File: config.mk
export PLATFORM = sky130hd
export DESIGN_NAME = updown_counter
export DESIGN_NICKNAME = d
export VERILOG_FILES = /design/src/rtl/updown_counter.sv
export SDC_FILE = /design/constraint.sdc
export NUM_CORES = 1
export LEC_CHECK = 0
export BUFFER_PORTS_ARGS = -buffer_cell sky130_fd_sc_hd__buf_2
export CELL_PAD_IN_SITES_DETAIL_PLACEMENT = 1
export CELL_PAD_IN_SITES_GLOBAL_PLACEMENT = 2
export CORE_MARGIN = 2
export CORE_UTILIZATION = 30
export CTS_CLUSTER_SIZE = 20
export DETAILED_ROUTE_END_ITERATION = 8
export PLACE_DENSITY_LB_ADDON = 0.1
export SLEW_MARGIN = 20
export SYNTH_ARGS = -nofsm -noshare
export SYNTH_HDL_FRONTEND = slang
export SYNTH_SLANG_ARGS = --single-unit
export TNS_END_PERCENT = 5
File: constraint.sdc
create_clock -name clk -period 2.55 [get_ports clk]
set_input_delay 0.3825 -clock clk [delete_from_list [all_inputs] [get_ports clk]]
set_output_delay 0.3825 -clock clk [all_outputs]
set_load 0.02 [all_outputs]
File: src/rtl/updown_counter.sv
// rtl/updown_counter.sv - loadable up/down counter with terminal count, one-shot/auto-reload and done flag
module updown_counter #(
  parameter int WIDTH = 4
) (
  input  logic             clk,
  input  logic             reset_n,
  input  logic             load,
  input  logic [WIDTH-1:0] d,
  input  logic             en,
  input  logic             up,
  input  logic             auto_reload,
  output logic [WIDTH-1:0] q,
  output logic             tc,
  output logic             done
);

  typedef enum logic [1:0] {
    IDLE  = 2'd0,
    COUNT = 2'd1,
    DONE  = 2'd2
  } state_t;

  state_t           state;
  logic [WIDTH-1:0] reload_val;
  logic [WIDTH-1:0] terminal;
  logic             at_terminal;

  // Terminal value follows the direction sampled on this edge
  assign terminal    = up ? {WIDTH{1'b1}} : {WIDTH{1'b0}};
  assign at_terminal = (q == terminal);

  always_ff @(posedge clk or negedge reset_n) begin
    if (!reset_n) begin
      q          <= '0;
      reload_val <= '0;
      state      <= IDLE;
      tc         <= 1'b0;
      done       <= 1'b0;
    end else if (load) begin
      q          <= d;
      reload_val <= d;
      state      <= COUNT;
      tc         <= 1'b0;
      done       <= 1'b0;
    end else begin
      tc <= 1'b0;
      case (state)
        COUNT: begin
          if (en) begin
            if (at_terminal) begin
              // Terminal event intercepts the wrap: reload or stop
              tc <= 1'b1;
              if (auto_reload) begin
                q <= reload_val;
              end else begin
                state <= DONE;
                done  <= 1'b1;
              end
            end else if (up) begin
              q <= q + 1'b1;
            end else begin
              q <= q - 1'b1;
            end
          end
        end
        DONE: begin
          done <= 1'b1;
        end
        default: begin
          done <= 1'b0;
        end
      endcase
    end
  end

endmodule

Word-level counts from Yosys, hierarchy flattened. Index checks and enable logic that the tools add are counted.

Add/subtract/negate cells: 2. Equality and inequality tests: 8. Multiplexer cells: 21. Reductions and logical operators: 6.

Operator list (count): $mux 4 (7); $ne 3x3->1 const B (4); $mux 2 (5); $mux 1 (8); $reduce_and 3->1 (2); $reduce_bool 2->1 (3); $add 4x1->4 const B (1); $eq 4x4->1 (1); $reduce_and 4->1 (1); $sub 4x1->4 const B (1); $eq 2x1->1 const B (1); $eq 2x2->1 const B (1); $ne 2x2->1 const B (1); $pmux 1 s2 (1).

Bits of input ports: 10. Logic and storage cells: 42. Register bits after elaboration: 12.

Longest topological paths before layout. Gate-level depths: netlist of run 1.

Word-level depth: 6. Mapped depth: 7.

Least setup slack after synthesis of run 1. OpenSTA, ideal clock, no wires.

Path kind: flip-flop to flip-flop. Start point: reg q[0]. End point: reg q[3]. Path buffers: 0. Data required time: 2405 ps. Path slack: 882 ps. Setup time: 145 ps. Arrival time: 1523 ps. Stages on the path, launching flop included: 6. Cell sequence: dfrtp_1 > or3_4 > a211oi_2 > o21ai_1 > o22ai_1 > a31oi_1.

Cells in the longest elaborated chain, start to end: 6. Elaborated cells between the ends (all ways): 10. Classes of those cells: add/sub: 2; eq/ne: 2; mux: 5; reduce/logical: 1.

RTL lines: start, declared (line 12) `output logic [WIDTH-1:0] q,`; start signal, assigned (line 54) `q <= reload_val;`; start signal, assigned (line 60) `q <= q + 1'b1;`; start signal, assigned (line 62) `q <= q - 1'b1;`; $sub 4x1->4 or $add 4x1->4 (tied branches) (line 62, 60); $mux 4 (line 59) `end else if (up) begin`; $mux 4 (line 50) `if (at_terminal) begin`; $mux 4 (line 49) `if (en) begin`; $mux 4 (line 47) `case (state)`; $mux 4 (line 39) `end else if (load) begin`.

Several ways; a longest one is shown, not always the timed one. The select of a mux whose other input is x is not followed. A chain may end at the register's enable or synchronous reset.

Final worst setup path of run 1. Ends and elaborated chain as after synthesis.

==> run metrics, run 1 <==
outcome finished, final reports clean; Rows 16; WL met3 around 63 um; full die area approximately 2600 sq um; Max-Cap Viols 0; Worst Skew roughly 6.3 ps; synthesis warning total 0; setup TNS 0 ps; LEAKAGE 0.370 nW; Slew Viols, Final 0; Initial DRT Pass Iterations 3; Worst Path Required between 2000 and 3000 ps; FF+latch count, synth 12; Fmax ~550 MHz; I/O Buffers 15; max incr delay on CP between 400 and 500 ps; number of synthesized flops with an enable pin 0; CP cell instances or3_4 > a211oi_2 > o21ai_1 > o22ai_1 > a31oi_1; syn_nets ~80; final wirelength 1440 um; CTS Buf Count 3; Crit. End Element flop; vias in the first global route approximately 510; Worst-path clk slew 80 ps; P&R area growth vs syn 23.2%; Seq/Total Area, Yosys 0.461; met1 WL 692 um; Setup crit start kind flop; # diodes 0; initial core utilization 0.326; Post-CTS Hold Fix Bufs 1; Max VDD drop 0.333 mV; GP Congestion 0.702; first-pass GRT wire length 2460 um; Post-Syn Instances 65; WL/cell between 10 and 15 um; post-synthesis cell area 652 sq um; critical path peak fanout 7; CTS resizes 0; worst-skew pair later-pin latency 270 ps; Final setup violation count 0; Die Width roughly 50 um; Synth Flop Type dfrtp_1; fin nets 99; slowest CP cell dfrtp_1; DP Cell Count about 110; pin count of the biggest net entering global routing 13; top cell family by delay on the critical path compound AO/OA/AOI/OAI gates; final hold violation count 0; vias post-DR about 530; drt drc 0; total grt overflow 0; post-route ant nets 0; CTS sink cnt 12; CTS max path bufs 2; final std cells w/o fill approximately 110; post-DP HPWL 1160 um; Post-synth ARST share 1.00; Tcrit/Tclk final 0.716; Mean Syn Cell Area around 10 sq um; I/O pin count 16; worst slew pin tran between 400 and 500 ps; drt initial violations 7; Root Buffer clkbuf_4; minimum clock period 1820 ps; CP Buf/Inv Count 0; die extent in y ~50 um; H-tree depth 1; Worst Hold Class input port to flop; Tot GR Track Use 0.131; commonest non-fill, non-tap cell in the layout buf_2; initial antenna violation count 0; CP Class flop to flop; core box area ~2000 sq um; vias per cell ~4.8; uppermost layer routed met3; PwrDens 738 nW/um^2; Slew Limit Headroom 0.677; critical path arrival ~2000 ps; most frequent cells in the layout buf_2 (15), dfrtp_1 (12), nand2_1 (7), inv_1 (6); postcts setup bufs 0; RSZ-0062 raised after global routing no; share of cells above drive strength 1 0.286; met2 WL post-DR between 600 and 700 um; Distinct cells, synth 22; CTS tree yes
[worst reg2reg max path, cell delays in order (launching register included)]
cell and delay, ps:
dfrtp_1 470, or3_4 410, a211oi_2 340, o21ai_1 230, o22ai_1 170, a31oi_1 60
[cell usage after synthesis (all sizes together) (2+ instances only)]
master / n / area (sq um)
nor2: 3 / 11.3
nand2: 7 / 26.3
o22ai: 2 / 12.5
o21ai: 3 / 15.0
nand3: 4 / 20.0
a21oi: 5 / 28.8
a31oi: 4 / 25.0
xnor2: 3 / 26.3
mux2: 2 / 22.5
ha: 3 / 37.5
dfrtp: 12 / 300
inv: 6 / 22.5
a21o: 4 / 30.0
[state kept, by name, summed over array words and instances (netlist names)]
name,flops
q,4
tc,1
state,2
reload_val,4
done,1
[per-stage QoR]
stage / hold WS, ps / util / setup WS, ps / power (mW) / area, sq um
5_1_grt: 346 / 0.401 / 586 / 0.637 / 803
2_1_floorplan: 86.9 / - / 882 / 0.383 / 652
4_1_cts: 333 / 0.401 / 716 / 0.604 / 803
3_5_place_dp: 279 / 0.378 / 593 / 0.447 / 757
3_3_place_gp: 283 / 0.378 / 634 / 0.447 / 757
6_report: 340 / 0.401 / 725 / 0.593 / 803
[final timing paths]
| kind | startpoint | end | slack (ps) | depth (start not counted) |
|---|---|---|---|---|
| worst min register to register | state[0] | state[0] | 510 | 1 |
| min in group asynchronous | reset_n | q[1] | 520 | 2 |
| worst max register to register | q[0] | q[3] | 730 | 5 |
| max in group asynchronous | reset_n | q[2] | 1810 | 2 |
| worst min-delay path | d[0] | reload_val[0] | 340 | 3 |
| worst max-delay path | q[0] | q[3] | 730 | 5 |
[routing by layer]
metal	GRT usage	vias up
li1	-	272
met1	0.170	249
met2	0.202	11
met3	0.0476	0
met4	0.0405	0
met5	0	-
[cell families (layout without fill, tap and decap cells)]
kind of cell,Yosys count,after routing,synth area share
AO/OA/AOI/OAI,21,21,0.215
AND/OR/NAND/NOR,15,15,0.106
flip-flops,12,12,0.461
buffers and inverters,7,26,0.0403
adder cells (fa/ha/maj),4,4,0.0883
XOR/XNOR,3,3,0.0403
multiplexers,3,3,0.0499
[power breakdown]
part	switching, mW	internal, mW
logic	0.113	0.0882
clock network	0.0636	0.0867
registers	0.0262	0.215
[cell type report]
cell class	count	area (sq um)
inverter	6	22.5
multi-input combinational	46	325
fill	254	1200
tap	27	33.8
sequential	12	300
clock buffer	4	36.3
timing repair buffer	16	85.1
(Power assumes the default switching activity.)
==> inputs of run 2 (changes only) <==
--- a/config.mk
+++ b/config.mk
@@ -9,7 +9,7 @@
 export CELL_PAD_IN_SITES_DETAIL_PLACEMENT = 1
 export CELL_PAD_IN_SITES_GLOBAL_PLACEMENT = 2
 export CORE_MARGIN = 2
-export CORE_UTILIZATION = 30
+export CORE_UTILIZATION = 27
 export CTS_CLUSTER_SIZE = 20
 export DETAILED_ROUTE_END_ITERATION = 8
 export PLACE_DENSITY_LB_ADDON = 0.1
==> constraint.sdc (replaced) <==
create_clock -name clk -period 1.6 [get_ports clk]
set_input_delay 0.24 -clock clk [delete_from_list [all_inputs] [get_ports clk]]
set_output_delay 0.24 -clock clk [all_outputs]
set_load 0.02 [all_outputs]
==> run metrics, run 2 (synthesis results as in run 1) <==
outcome complete, but fails checks; failing checks setup timing; Die Width 53.1 um (+5.0%); Worst Skew 3.39 ps (-2.86 ps); Worst Hold Class input port to flop; minimum clock period 1600 ps (-223 ps); postcts setup bufs 0 (unchanged); top cell family by delay on the critical path compound AO/OA/AOI/OAI gates; Worst Path Required 1810 ps (-860 ps); full die area 2820 sq um (+10%); core box area 2250 sq um (+13%); share of cells above drive strength 1 0.447 (+0.161); Tot GR Track Use 0.147 (+0.0159); LEAKAGE 0.425 nW (+15%); CTS sink cnt 12 (unchanged); I/O pin count 16 (unchanged); final hold violation count 0 (unchanged); Final setup violation count 1 (+1); CTS Buf Count 3 (unchanged); RR Endpoint done; initial antenna violation count 0 (unchanged); HP Start d[2]; DP Area 835 sq um (+10%); fin area 921 sq um (+15%); total grt overflow 0 (unchanged); GP Congestion 0.684 (-2.5%); PwrDens 1150 nW/um^2 (+55%); max incr delay on CP 400 ps (-70 ps); flop-to-flop setup slack -2 ps (-730 ps); Largest regs q (4), reload_val (4), state (2); vias in the first global route 634 (+23%); Worst Reg2Reg Path Length in Cells 6 (+1); Int Pwr 0.687 mW (+76%); setup TNS -1.57 ps (-1.57 ps); Worst-path clk slew 90 ps (about the same); most frequent cells in the layout buf_2 (15), dfrtp_1 (11), buf_4 (10), inv_1 (6), nand2_1 (6); pre-CTS setup slack -69.1 ps (-662 ps); Slew Viols, Final 0 (unchanged); Filler cells 280 (+10%); worst-skew pair later-pin latency 270 ps (about the same); Worst Hold End reload_val[2]; slowest CP cell or3_4; Max-Cap Viols 0 (unchanged); drt drc 0 (unchanged); H-tree depth 1 (unchanged); vias per cell 4.75 (-0.98%); P&R area growth vs syn 41.3%; Setup crit start kind flop; critical path arrival 1810 ps (-140 ps); Slew Limit Headroom 0.805 (+0.128); Fmax 624 MHz (+14%); RSZ-0062 raised after global routing yes; Initial DRT Pass Iterations 4 (+1); CP cell instances or3_4 > a211oi_4 > buf_4 > nand2_1 > a21o_1 > a21oi_2; CP Class flop to flop; worst slew pin tran 293 ps (-189 ps); pin count of the biggest net entering global routing 13 (unchanged); Rows 17 (+1); WL/cell 13.4 um (+3.3%); Clock Power Share 0.236 (-0.018); fin nets 109 (+10%); post-DP HPWL 1250 um (+7.7%); CTS max path bufs 2 (unchanged); post-route ant nets 0 (unchanged); vias post-DR 579 (+8.8%); sw frac 0.349 (+0.00713); die extent in y 53.1 um (+5.0%); drt initial violations 6 (-1); final worst setup slack -1.57 ps (-727 ps); Crit. End Element flop; worst r2r src q[3]; Max VDD drop 0.521 mV (+57%); final wirelength 1630 um (+14%); first-pass GRT wire length 2950 um (+20%); combinational fraction of design power 0.419 (+0.080); # diodes 0 (unchanged); sequential share of power 0.345 (-0.062); Tcrit/Tclk final 1.00 (+0.285); switching power 0.368 mW (+82%); critical path peak fanout 3 (-4); commonest non-fill, non-tap cell in the layout buf_2; initial core utilization 0.289 (-0.0365); worst hold stages 3 (unchanged); Fin Hold WS 192 ps (-148 ps); I/O Buffers 15 (unchanged); Root Buffer clkbuf_4; final core utilization 0.408 (+0.00718); CP Buf/Inv Count 1 (+1); CTS tree yes
[run 2: power by group through the flow]
stage | Sequential (mW) | Combinational, mW | Clock [mW]
after detailed placement | 0.371 | 0.406 | 0
after CTS | 0.365 | 0.425 | 0.259
final | 0.364 | 0.442 | 0.249
after global placement | 0.371 | 0.403 | 0
after global routing | 0.373 | 0.491 | 0.266
after floorplan | 0.420 | 0.191 | 0
[run 2: tightest hold or removal path, delay by kind of cell]
family | cells | cell delay (ps)
buffers and inverters | 1 | 70
AO/OA/AOI/OAI | 1 | 70
AND/OR/NAND/NOR | 1 | 50
[run 2: how the worst max path moves through the flow]
stage               from  endpoint  slack, ps  depth (start not counted)
floorplan           q[0]      q[3]        -20                          5
global placement      up      done        -40                          9
detailed placement    up      done        -70                          9
CTS                 q[3]      done        0.7                          6
global route        q[3]      done       -100                          6
finish              q[3]      done         -2                          6
[run 2: cell type report]
type,count,area [sq um],area share
Tap cell,28,35.0,0.0380
Inverter,6,22.5,0.0245
Sequential cell,12,302,0.327
Timing Repair Buffer,26,160,0.174
Clock buffer,4,36.3,0.0394
Multi-Input combinational cell,46,365,0.397
[run 2: timing repair]
| item | CTS | global route |
|---|---|---|
| hold buffers | 1 | 0 |
| setup endpoints to repair | 4 | 7 |
| pin swaps | 2 | 0 |
| hold endpoints to repair | 12 | 0 |
| resized for setup | 2 | 6 |
[run 2: stage by stage]
stage          instances  power, mW
2_1_floorplan         65      0.611
3_3_place_gp         117      0.774
3_5_place_dp         117      0.778
4_1_cts              122       1.05
5_1_grt              122       1.13
6_report             122       1.06
[run 2: per-layer routing]
| layer | wire length [um] | GRT usage |
|---|---|---|
| met1 | 762 | 0.192 |
| met2 | 802 | 0.248 |
| met3 | 52 | 0.0169 |
| met4 | 14 | 0.0513 |
| met5 | 0 | 0 |
==> inputs of run 3 (changes only) <==
--- a/config.mk
+++ b/config.mk
@@ -8,9 +8,8 @@
 export BUFFER_PORTS_ARGS = -buffer_cell sky130_fd_sc_hd__buf_2
 export CELL_PAD_IN_SITES_DETAIL_PLACEMENT = 1
 export CELL_PAD_IN_SITES_GLOBAL_PLACEMENT = 2
-export CORE_MARGIN = 2
 export CORE_UTILIZATION = 27
-export CTS_CLUSTER_SIZE = 20
+export CTS_CLUSTER_SIZE = 30
 export DETAILED_ROUTE_END_ITERATION = 8
 export PLACE_DENSITY_LB_ADDON = 0.1
 export SLEW_MARGIN = 20
==> run metrics, run 3 (synthesis results as in run 1) <==
busiest layer in global routing met2; full die area 2610 sq um (-7.4%); # diodes 0 (unchanged); post-route ant nets 0 (unchanged); P&R area growth vs syn 38.8%; Max-Cap Viols 0 (unchanged); Worst Reg2Reg Path Length in Cells 6 (unchanged); initial antenna violation count 0 (unchanged); Root Buffer clkbuf_4; Slew Limit Headroom 0.811 (+0.00652); post-DP HPWL 1260 um (+0.78%); Worst-path clk slew 80 ps (about the same); drt drc 0 (unchanged); WL/cell 13.0 um (-2.6%); total grt overflow 0 (unchanged); flop-to-flop setup slack -10 ps (about the same); GP Congestion 0.700 (+2.3%); Slew Viols, Final 0 (unchanged); Tot GR Track Use 0.143 (-0.00356); Fin Hold WS 204 ps (+12.1 ps); failing checks setup timing; CTS sink cnt 12 (unchanged); Rows 17 (unchanged); met1 Resource Use GR 0.177 (-0.0154); Worst Hold Class input port to flop; critical path peak fanout 7 (+4); slowest CP cell or3_4; Crit. End Element flop; vias per cell 4.87 (+2.6%); worst-skew pair later-pin latency 270 ps (about the same); vias in the first global route 636 (+0.32%); Fmax 620 MHz (-0.69%); commonest non-fill, non-tap cell in the layout buf_2; final worst setup slack -12.7 ps (-11.1 ps); drt initial violations 2 (-4); CTS Buf Count 3 (unchanged); vias post-DR 589 (+1.7%); pin count of the biggest net entering global routing 13 (unchanged); LEAKAGE 0.410 nW (-3.5%); Tcrit/Tclk final 1.01 (+0.00696); CP cell instances or3_4 > a211oi_4 > o21ai_1 > buf_4 > o22ai_1 > a31oi_1; RSZ-0062 raised after global routing yes; CTS tree yes; Largest regs q (4), reload_val (4), state (2); first-pass GRT wire length 2790 um (-5.6%); minimum clock period 1610 ps (+11.1 ps); PwrDens 1110 nW/um^2 (-2.9%); Worst Skew 6.34 ps (+2.94 ps); final core utilization 0.405 (-0.00339); H-tree depth 1 (unchanged); final hold violation count 0 (unchanged); final wirelength 1580 um (-3.4%); critical path arrival 1760 ps (-50 ps); outcome complete, but fails checks; die extent in y 51.1 um (-3.8%); max incr delay on CP 400 ps (about the same); met2 Use GR 0.250 (+0.00208); core box area 2230 sq um (-0.94%); Max VDD drop 0.450 mV (-14%); CP Class flop to flop; worst hold stages 3 (unchanged); fin nets 108 (-0.92%); Setup crit start kind flop; I/O pin count 16 (unchanged); Filler cells 277 (-1.1%); CTS max path bufs 2 (unchanged); Initial DRT Pass Iterations 2 (-2); met3 Track Usage GR 0.0179 (+0.000908); most frequent cells in the layout buf_2 (15), dfrtp_1 (11), buf_4 (9), inv_1 (6), nand2_1 (6); Final setup violation count 1 (unchanged); initial core utilization 0.292 (+0.00275); Worst Path Required 1740 ps (-70 ps); Die Width 51.1 um (-3.8%); share of cells above drive strength 1 0.398 (-0.0490); I/O Buffers 15 (unchanged); worst slew pin tran 283 ps (-9.77 ps)
[run 3: timing repair]
action                                  4_1_cts  5_1_grt
buffers inserted                              0        0
hold buffers                                  1        0
resized for setup                             1        4
gates cloned                                  0        0
endpoints found under the hold margin        12        0
endpoints found under the setup margin        5        5
pin swaps                                     2        1
[run 3: final timing paths]
path	from	to
max	q[3]	q[3]
min	d[0]	q[0]
max reg2reg	q[3]	q[3]
min reg2reg	state[0]	state[0]
max in group asynchronous	reset_n	q[0]
min in group asynchronous	reset_n	state[0]
[run 3: area by class of cell]
cell class	count	area, sq um	share of cell area
multi-input cells	46	367	0.405
clock buffers	4	26.3	0.0290
flip-flops and latches	12	302	0.333
inverters	6	22.5	0.0249
repair buffers	25	153	0.169
well taps	28	35.0	0.0387
[run 3: through the flow]
stage / power [mW] / instance area, sq um / TNS [ps] / std cells / worst slack [ps]
5_1_grt: 1.09 / 905 / -297 / 121 / -92.0
4_1_cts: 0.991 / 871 / -0.808 / 121 / -0.808
3_5_place_dp: 0.783 / 827 / -181 / 116 / -65.1
6_report: 1.01 / 905 / -12.7 / 121 / -12.7
3_3_place_gp: 0.782 / 827 / -165 / 116 / -55.4
2_1_floorplan: 0.611 / 653 / -41.3 / 65 / -22.5
[run 3: layer usage]
metal  up-vias  share of wire  wire length (um)
met1       293           0.49               773
met2         8           0.48               752
met5         -              0                 0
met3         2          0.025                39
li1        286              -                 -
met4         0         0.0076                12
[run 3: power by group]
group / leakage [nW] / internal (mW) / switching (mW)
clock network: 0.0150 / 0.0963 / 0.0965
logic: 0.251 / 0.212 / 0.229
registers: 0.144 / 0.344 / 0.0292
[run 3: critical path: cells and delay by family, from the launching register on]
family | cells | cell delay, ps
simple gates | 1 | 400
buf+inv | 1 | 170
compound gates | 4 | 550
flops | 1 | 390
